`config.mk`:
```
export PLATFORM = sky130hd
export DESIGN_NAME = alu_mac_seq
export DESIGN_NICKNAME = d
export VERILOG_FILES = /design/src/rtl/alu_mac_seq_pkg.sv /design/src/rtl/alu_res_fifo.sv /design/src/rtl/alu_mac_seq.sv
export SDC_FILE = /design/constraint.sdc
export NUM_CORES = 1
export LEC_CHECK = 0
export CORE_MARGIN = 8
export CORE_UTILIZATION = 45
export DETAILED_ROUTE_END_ITERATION = 10
export GPL_ROUTABILITY_DRIVEN = 1
export MAX_ROUTING_LAYER = met4
export PLACE_DENSITY_LB_ADDON = 0.05
export SLEW_MARGIN = 10
export SYNTH_ARGS = -nofsm -noshare
export SYNTH_HDL_FRONTEND = slang
export SYNTH_SLANG_ARGS = --single-unit
```
`constraint.sdc`:
```
create_clock -name clk -period 3.15 [get_ports clk]
set_input_delay 0.4725 -clock clk [delete_from_list [all_inputs] [get_ports clk]]
set_output_delay 0.4725 -clock clk [all_outputs]
set_load 0.02 [all_outputs]
```
`src/rtl/alu_mac_seq_pkg.sv`:
```
// rtl/alu_mac_seq_pkg.sv - shared opmodes, defaults and helpers for the MAC sequencer
//
// Purpose: DSP48A1 opmode constants used by the sequencer, default build
//   parameters, the issue-kind enum and helpers that map it to an opmode and
//   derive the rounding constant fed to the wrapper's C port.
// Ports: none (package).

package alu_mac_seq_pkg;

  // Opmode layout: X = [1:0] (01 = M), Z = [3:2] (10 = P, 11 = C)
  localparam logic [7:0] OPM_MAC_INIT = 8'h0D;  // P = C + M
  localparam logic [7:0] OPM_MAC_ACC  = 8'h09;  // P = P + M
  localparam logic [7:0] OPM_MAC_HOLD = 8'h08;  // P = P

  localparam int DSP_LAT_DEFAULT   = 3;
  localparam int OUT_SHIFT_DEFAULT = 17;
  localparam int OUT_W_DEFAULT     = 18;
  localparam int OUT_DEPTH_DEFAULT = 2;

  typedef enum logic [1:0] {
    ISSUE_HOLD = 2'd0,
    ISSUE_INIT = 2'd1,
    ISSUE_ACC  = 2'd2
  } issue_e;

  function automatic logic [7:0] opmode_of(input issue_e kind);
    case (kind)
      ISSUE_INIT: return OPM_MAC_INIT;
      ISSUE_ACC:  return OPM_MAC_ACC;
      default:    return OPM_MAC_HOLD;
    endcase
  endfunction

  // Half an output LSB, so the arithmetic shift rounds half-up instead of flooring.
  function automatic logic [47:0] round_const(input int shift);
    if (shift <= 0) return '0;
    return 48'd1 << (shift - 1);
  endfunction

endpackage

```
`src/rtl/alu_res_fifo.sv`:
```
// rtl/alu_res_fifo.sv - first-word-fall-through result FIFO
//
// Purpose: small synchronous FWFT FIFO holding finished burst results until
//   the output stage takes them. Head word is visible on m_tdata whenever
//   m_tvalid is high.
// Ports:
//   clk, reset          clock, synchronous active-high reset (empties the FIFO)
//   s_tvalid/s_tready   write handshake, s_tdata write word
//   m_tvalid/m_tready   read handshake, m_tdata head word

module alu_res_fifo #(
  parameter int W     = 18,
  parameter int DEPTH = 2
) (
  input  logic         clk,
  input  logic         reset,
  input  logic         s_tvalid,
  output logic         s_tready,
  input  logic [W-1:0] s_tdata,
  output logic         m_tvalid,
  input  logic         m_tready,
  output logic [W-1:0] m_tdata
);

  localparam int PW = (DEPTH > 1) ? $clog2(DEPTH) : 1;
  localparam int CW = $clog2(DEPTH + 1);

  logic [W-1:0]  mem [DEPTH];
  logic [PW-1:0] wr_ptr;
  logic [PW-1:0] rd_ptr;
  logic [CW-1:0] count;
  logic          push;
  logic          pop;

  function automatic logic [PW-1:0] bump(input logic [PW-1:0] p);
    return (p == PW'(DEPTH - 1)) ? '0 : p + PW'(1);
  endfunction

  assign s_tready = (count != CW'(DEPTH));
  assign m_tvalid = (count != '0);
  assign m_tdata  = mem[rd_ptr];
  assign push     = s_tvalid && s_tready;
  assign pop      = m_tvalid && m_tready;

  always_ff @(posedge clk) begin
    if (push) mem[wr_ptr] <= s_tdata;
  end

  always_ff @(posedge clk) begin
    if (reset) begin
      wr_ptr <= '0;
      rd_ptr <= '0;
      count  <= '0;
    end else begin
      if (push) wr_ptr <= bump(wr_ptr);
      if (pop)  rd_ptr <= bump(rd_ptr);
      case ({push, pop})
        2'b10:   count <= count + CW'(1);
        2'b01:   count <= count - CW'(1);
        default: count <= count;
      endcase
    end
  end

endmodule

```
`src/rtl/alu_mac_seq.sv`:
```
// rtl/alu_mac_seq.sv - burst dot-product sequencer in front of a DSP48A1 wrapper
//
// Purpose: registers (a,b) operand beats into the pipelined multiplier/post-adder
//   wrapper, selecting init/accumulate/hold opmodes so each burst (ended by
//   in_last) collapses into one sum. A tag pipe marks when the wrapper's p holds a
//   finished sum; that sum is rounded, shifted, saturated and queued, then
//   presented through a registered valid/ready output. Credits bound the number
//   of unretired bursts so the result queue can never overflow.
// Ports:
//   clk, reset                     clock, synchronous active-high reset
//   in_valid/in_ready, in_a, in_b  operand beat handshake and signed operands
//   in_last                        last beat of the burst
//   dsp_op, dsp_a, dsp_b, dsp_c    registered drive to the wrapper
//   dsp_p                          wrapper accumulator output
//   out_valid/out_ready, out_data  result handshake and signed result
//   ovf                            sticky saturation flag

module alu_mac_seq
  import alu_mac_seq_pkg::*;
#(
  parameter int DSP_LAT   = DSP_LAT_DEFAULT,
  parameter int OUT_SHIFT = OUT_SHIFT_DEFAULT,
  parameter int OUT_W     = OUT_W_DEFAULT,
  parameter int OUT_DEPTH = OUT_DEPTH_DEFAULT
) (
  input  logic                    clk,
  input  logic                    reset,
  input  logic                    in_valid,
  output logic                    in_ready,
  input  logic signed [17:0]      in_a,
  input  logic signed [17:0]      in_b,
  input  logic                    in_last,
  output logic [7:0]              dsp_op,
  output logic signed [17:0]      dsp_a,
  output logic signed [17:0]      dsp_b,
  output logic [47:0]             dsp_c,
  input  logic [47:0]             dsp_p,
  output logic                    out_valid,
  input  logic                    out_ready,
  output logic signed [OUT_W-1:0] out_data,
  output logic                    ovf
);

  localparam int CW = $clog2(OUT_DEPTH + 1);
  localparam logic [47:0] ROUND_C = round_const(OUT_SHIFT);
  localparam logic signed [47:0] SAT_MAX = (48'sd1 <<< (OUT_W - 1)) - 48'sd1;
  localparam logic signed [47:0] SAT_MIN = -(48'sd1 <<< (OUT_W - 1));

  // ---------------- issue ----------------
  logic   accept;
  logic   accept_last;
  logic   first_beat;
  logic   issue_last;
  issue_e issue_kind;

  assign accept      = in_valid && in_ready;
  assign accept_last = accept && in_last;

  always_comb begin
    issue_kind = ISSUE_HOLD;
    if (accept) issue_kind = first_beat ? ISSUE_INIT : ISSUE_ACC;
  end

  always_ff @(posedge clk) begin
    if (reset) begin
      dsp_op     <= '0;
      dsp_a      <= '0;
      dsp_b      <= '0;
      dsp_c      <= '0;
      issue_last <= 1'b0;
      first_beat <= 1'b1;
    end else begin
      dsp_op     <= opmode_of(issue_kind);
      dsp_c      <= ROUND_C;
      issue_last <= accept_last;
      // Operands only matter on INIT/ACC cycles; hold otherwise to limit toggling.
      if (accept) begin
        dsp_a      <= in_a;
        dsp_b      <= in_b;
        first_beat <= in_last;
      end
    end
  end

  // ---------------- tag pipe ----------------
  // tag[i] follows the issue cycle of a last beat; the oldest bit lines up with
  // the cycle in which dsp_p carries that burst's complete sum.
  logic [DSP_LAT-1:0] tag;
  logic               capture;

  always_ff @(posedge clk) begin
    if (reset) begin
      tag <= '0;
    end else begin
      tag[0] <= issue_last;
      for (int i = 1; i < DSP_LAT; i++) tag[i] <= tag[i-1];
    end
  end

  assign capture = tag[DSP_LAT-1];

  // ---------------- round / saturate ----------------
  logic signed [47:0]      sum_shifted;
  logic                    sat_hi;
  logic                    sat_lo;
  logic signed [OUT_W-1:0] res;

  assign sum_shifted = $signed(dsp_p) >>> OUT_SHIFT;
  assign sat_hi      = (sum_shifted > SAT_MAX);
  assign sat_lo      = (sum_shifted < SAT_MIN);

  always_comb begin
    res = sum_shifted[OUT_W-1:0];
    if (sat_hi)      res = SAT_MAX[OUT_W-1:0];
    else if (sat_lo) res = SAT_MIN[OUT_W-1:0];
  end

  always_ff @(posedge clk) begin
    if (reset)                          ovf <= 1'b0;
    else if (capture && (sat_hi || sat_lo)) ovf <= 1'b1;
  end

  // ---------------- result queue and output stage ----------------
  logic             fifo_s_tready;
  logic             fifo_m_tvalid;
  logic             fifo_m_tready;
  logic [OUT_W-1:0] fifo_m_tdata;
  logic             out_pop;

  alu_res_fifo #(
    .W     (OUT_W),
    .DEPTH (OUT_DEPTH)
  ) u_res_fifo (
    .clk      (clk),
    .reset    (reset),
    .s_tvalid (capture),
    .s_tready (fifo_s_tready),
    .s_tdata  (res),
    .m_tvalid (fifo_m_tvalid),
    .m_tready (fifo_m_tready),
    .m_tdata  (fifo_m_tdata)
  );

  assign out_pop       = out_valid && out_ready;
  assign fifo_m_tready = !out_valid || out_ready;

  always_ff @(posedge clk) begin
    if (reset) begin
      out_valid <= 1'b0;
      out_data  <= '0;
    end else if (fifo_m_tready) begin
      out_valid <= fifo_m_tvalid;
      if (fifo_m_tvalid) out_data <= $signed(fifo_m_tdata);
    end
  end

  // A result can't be dropped: credits cap unretired bursts at the queue depth.
  assert property (@(posedge clk) disable iff (reset) capture |-> fifo_s_tready);

  // ---------------- credits ----------------
  // One credit per unretired burst; a burst retires when its result is popped.
  logic [CW-1:0] credits;
  logic [CW-1:0] credits_nxt;

  always_comb begin
    credits_nxt = credits;
    case ({accept_last, out_pop})
      2'b10:   credits_nxt = credits - CW'(1);
      2'b01:   credits_nxt = credits + CW'(1);
      default: credits_nxt = credits;
    endcase
  end

  always_ff @(posedge clk) begin
    if (reset) begin
      credits  <= CW'(OUT_DEPTH);
      in_ready <= 1'b0;
    end else begin
      credits  <= credits_nxt;
      in_ready <= (credits_nxt != '0);
    end
  end

endmodule

```
==> flow_summary.yaml, run 1 <==
hold_path:
  min_path_cells: 2
  hold_path_end: "dsp_a[8]"
  min-delay-start: "dsp_a[8]"
  hp-class: "reg2reg"
yosys:
  ys_warn_count: 0
  syn_area_sq_um: 4460
  yosysTopAreaCell: "dfxtp_1"
  synth.distinct_cells: 38
  syn-mean-instance-area_sq_um: 10.4
  seq_area_frac_synth_pct: 56.6
  yosysMostFrequentCell: "nand2_1"
  synth_top_flop_cell: "dfxtp_1"
  ys_top_cells_by_count: "nand2_1, dfxtp_1, a21oi_1, buf_4, edfxtp_1"
  syn_inst: 429
  synth_top_area_share_pct: 32.3
  ys_seq_elements: 108
  synth-edff-count: 36
  async_flop_share_pct: 0
  yosys-top-cells-area: "dfxtp_1, edfxtp_1, buf_4"
timing:
  max_freq_ghz: 0.427
  finalCritPeriodShare_pct: 74.4
  hold_viol: 0
  period_needed_ns: 2.34
  hold_slack_ns: 0.456
  grt_setup_unrepaired: "false"
  worst_slew_pin_slew_ns: 0.953
  setup_tns_ns: 0
  final.setup_skew_ns: 0.00995
  slew_viol_final: 0
  slew_headroom_pct: 36.5
  final-setup-viol-count: 0
worst_setup_path:
  max_stage_delay_ns: 0.66
  critical_path_class: "in2reg"
  cp.arrival_ns: 2.63
  crit_chain: "clkdlybuf4s50_1 > nor2b_1 > nor2_2 > ha_1 > or3_1 > a21oi_1"
  cp_num_buf_inv: 1
  rr_endpoint: "u_res_fifo.count[1]"
  r2r_slack_ns: 0.98
  path_delay_family: "simple AND/OR/NAND/NOR gates"
  reg2regPathDepth: 5
  slowest_stage: "nor2_2"
  rr_startpoint: "u_res_fifo.count[0]"
  cp.required_ns: 3.44
  start_kind: "input pin"
  cp_max_fo: 19
  critPathLaunch: "out_ready"
  end_kind: "register"
global_route:
  grt_max_degree: 39
  grt_pass1_wl_mm: 16.4
  overflow: 0
  grt_pass1_vias: 3300
  track_usage_pct: 16.0
  antenna_found_initial: 0
drt:
  first_pass_iters: 4
  drt.antenna.violating_nets: 0
  wl_per_cell_um: 15.4
  vias_per_cell: 4.74
  drc: 0
  dr.first_iter.drc_count: 116
  vias: 3277
  wirelength_mm: 10.6
clock_network:
  cts_tree: "done"
  cts_hold_buf: 0
  path_clk_slew_ns: 0.10
  postCtsSetupRepairBufs: 0
  cts_made_buffers: 9
  cts.sinks: 108
  htreeDepth: 3
  cts-root-buf: "clkbuf_8"
  clk_latency_ns: 0.35
  cts_buffer_depth: 2
  cts_resized: 0
placement:
  place_congestion: 0.726
  port_buffers: 132
  dp_hpwl_mm: 7.76
finish:
  drive_above_1_share_pct: 5.38
  num-nets-final: 644
  diodes: 0
  area_growth_pct: 32.0
  multi_input_area_sq_um: 1610
  final-seq-area_sq_um: 2520
  fillers: 854
status:
  status: "completed"
floorplan:
  coreArea_sq_um: 9680
  die_h_um: 116
  start_util_pct: 46.0
  die-area_sq_um: 13300
  ios: 202
  die_w_um: 116
  num_rows: 36
power:
  pwr_density_cell_nw_per_um2: 621
  peakVddDrop_v: 0.000321
  leakage_uw: 0.00211
  p_total_uw: 3650
run:
  maxCapViolations: 0
-- state kept, by name, indices dropped and copies added, names as in the netlist --
| name | cells |
|---|---|
| credits | 2 |
| ovf | 1 |
| tag | 3 |
| dsp_b | 18 |
| issue_last | 1 |
| dsp_op | 3 |
| dsp_a | 18 |
| out_valid | 1 |
| out_data | 18 |
| first_beat | 1 |
| in_ready | 1 |
| u_res_fifo.rd_ptr | 1 |
| dsp_c | 1 |
| u_res_fifo.mem | 36 |
| u_res_fifo.count | 2 |
| u_res_fifo.wr_ptr | 1 |
-- stage by stage --
step	instances	utilization [%]	setup slack [ns]	area, sq um
finish	691	60.7	0.808	5880
global route	691	60.7	0.721	5880
CTS	691	60.7	0.819	5880
detailed placement	675	58.6	0.431	5680
global placement	675	58.6	0.465	5680
floorplan	480	-	1.14	4650
-- cells by family after synthesis --
logic type | share of synthesized area (%)
other cells | 0.0841
mux | 4.04
flops | 56.6
simple gates | 11.5
compound gates | 14.6
xor+xnor | 0.983
buf+inv | 11.6
fa+ha+maj | 0.561
-- metal layers --
metal / routed length (um) / GRT usage, % / vias to the layer above / part of all wire [%]
li1: - / - / 1620 / -
met1: 4560 / 18.2 / 1534 / 43
met2: 5220 / 27.2 / 117 / 49
met3: 799 / 4.59 / 6 / 7.5
met4: 59 / 3.94 / 0 / 0.55
met5: 0 / - / - / 0
-- area by class of cell --
class	instances	area share, %
Clock buffer	12	2.64
Clock inverter	4	0.830
Inverter	3	0.191
Multi-Input combinational cell	292	27.4
Sequential cell	108	42.9
Tap cell	133	2.83
Timing Repair Buffer	139	23.3
-- power breakdown --
group          switching, uW  leakage (uW)  total (uW)  internal (uW)
logic                    604       0.00109        1110            507
clock network            435      0.000108         846            411
registers                109      0.000914        1700           1590
total                   1150       0.00211        3650           2510
-- worst max path at each step --
stage / slack (ns) / depth (start not counted) / endpoint
after global placement: 0.47 / 6 / u_res_fifo.count[1]
final: 0.81 / 6 / u_res_fifo.count[1]
after CTS: 0.82 / 6 / u_res_fifo.count[1]
after detailed placement: 0.43 / 6 / u_res_fifo.count[1]
after global routing: 0.72 / 6 / u_res_fifo.count[1]
after floorplan: 1.14 / 7 / credits[1]
-- worst min-delay path, delay by kind of cell (launching register included) --
family          cells  cell delay [ns]
compound gates      1             0.05
flops               1             0.32
simple gates        1             0.05
-- placed cells by master (no fill, tap or decap), drive strengths merged, types with 2 or more instances in the layout --
cell type        n
o21a            17
dfxtp           72
nor4             3
nand4            2
clkdlybuf4s50  131
edfxtp          36
or3              3
mux2i           18
and2             2
clkbuf          12
conb            52
inv              5
xor2             4
nor2b            4
a21oi           59
buf              8
nand2           79
a211oi          19
o21ai            3
ha               2
nor2             8
nand2b           2
and3             2
nand3            4
Power figures use the tool's default switching activity.
==> run 2, diff against run 1 <==
- CORE_UTILIZATION: 45 -> 38
- clock period: 3.15 -> 2.11 ns (I/O delays scaled with it)
==> flow_summary.yaml, run 2 (synthesis results as in run 1) <==
worst_setup_path:
  slowest_stage: "clkdlybuf4s50_1"
  critPathLaunch: "out_valid"
  max_stage_delay_ns: 0.67
  cp.arrival_ns: 1.37
  start_kind: "register"
  critical_path_class: "reg2out"
  path_delay_family: "buffers and inverters"
  rr_startpoint: "out_valid"
  end_kind: "output port"
  cp.required_ns: 1.79
  r2r_slack_ns: 0.52
  cp_max_fo: 4
  crit_chain: "clkdlybuf4s50_1"
  cp_num_buf_inv: 1
floorplan:
  start_util_pct: 39.0
  die_h_um: 124
  coreArea_sq_um: 11400
  num_rows: 39
  die_w_um: 124
  die-area_sq_um: 15400
  ios: 202
placement:
  port_buffers: 132
  dp_hpwl_mm: 7.51
  place_congestion: 0.709
clock_network:
  cts_buffer_depth: 2
  postCtsSetupRepairBufs: 0
  cts_resized: 0
  path_clk_slew_ns: 0.07
  cts_tree: "done"
  cts.sinks: 108
  htreeDepth: 3
  cts_hold_buf: 0
  cts_made_buffers: 9
  cts-root-buf: "clkbuf_16"
  clk_latency_ns: 0.34
finish:
  utilization_pct: 53.2
  layout_commonest_cell: "clkdlybuf4s50_1"
  layout_common_cells: "clkdlybuf4s50_1, nand2_1, dfxtp_1"
  drive_above_1_share_pct: 6.06
  largest_reg_flops: 36
  area_growth_pct: 36.3
  diodes: 0
  num-nets-final: 647
  max_flop_register: "u_res_fifo.mem"
timing:
  slew_viol_final: 0
  setup_tns_ns: 0
  hold_slack_ns: 0.289
  period_needed_ns: 1.69
  final-setup-viol-count: 0
  finalCritPeriodShare_pct: 80.0
  grt_setup_unrepaired: "false"
  slew_headroom_pct: 52.1
  worst_slew_pin_slew_ns: 0.719
  max_freq_ghz: 0.592
  hold_viol: 0
  final.setup_skew_ns: 0.00880
global_route:
  grt_max_degree: 67
  grt_pass1_wl_mm: 17.5
  overflow: 0
  track_usage_pct: 14.3
  grt_pass1_vias: 3169
  antenna_found_initial: 0
power:
  peakVddDrop_v: 0.000533
  pwr_density_cell_nw_per_um2: 992
  p_total_uw: 6020
  leakage_uw: 0.00219
drt:
  dr.first_iter.drc_count: 207
  vias: 3226
  first_pass_iters: 4
  drc: 0
  vias_per_cell: 4.58
  wl_per_cell_um: 15.4
  drt.antenna.violating_nets: 0
  wirelength_mm: 10.9
status:
  status: "completed"
hold_path:
  min-delay-start: "reset"
  hp-class: "in2reg"
run:
  maxCapViolations: 0
[run 2: changes by cell type in the layout (fill, tap and decap cells not counted)]
cell,delta
clkbuf_8,-11
inv_1,-1
clkinv_1,+1
inv_6,+2
clkbuf_16,+9
bufinv_16,+1
clkbuf_1,-1
inv_4,-1
buf_12,+3
clkinv_4,+1
[run 2: stage by stage]
| stage | area (sq um) | cells | setup slack (ns) |
|---|---|---|---|
| after floorplan | 4650 | 480 | 0.0976 |
| after global placement | 5750 | 688 | 0.0998 |
| after detailed placement | 5750 | 688 | 0.0826 |
| after CTS | 6070 | 704 | 0.421 |
| after global routing | 6070 | 704 | 0.383 |
| final | 6070 | 704 | 0.421 |
[run 2: routing by layer]
layer  global-route usage [%]  share of wire, %  vias up
met5                        -                 0        -
li1                         -                 -     1630
met3                     4.30               6.1        6
met4                     4.46              0.89        0
met1                     18.6                48     1474
met2                     20.7                45      116
[run 2: final timing paths]
path	end	cells past startpoint
worst max-delay path	out_valid	1
worst min-delay path	dsp_c[16]	2
worst max register to register	u_res_fifo.count[1]	5
worst min register to register	dsp_b[16]	2
[run 2: area by class of cell]
type / instances / area, sq um
well taps: 143 / 179
repair buffers: 142 / 1430
multi-input cells: 292 / 1610
clock buffers: 9 / 225
fillers: 1052 / 5340
flip-flops and latches: 108 / 2520
inverters: 3 / 11.3
clock inverters: 7 / 98.8
[run 2: power breakdown]
| part | internal [uW] | switching [uW] |
|---|---|---|
| Combinational | 782 | 930 |
| Clock | 1050 | 762 |
| Sequential | 2370 | 131 |
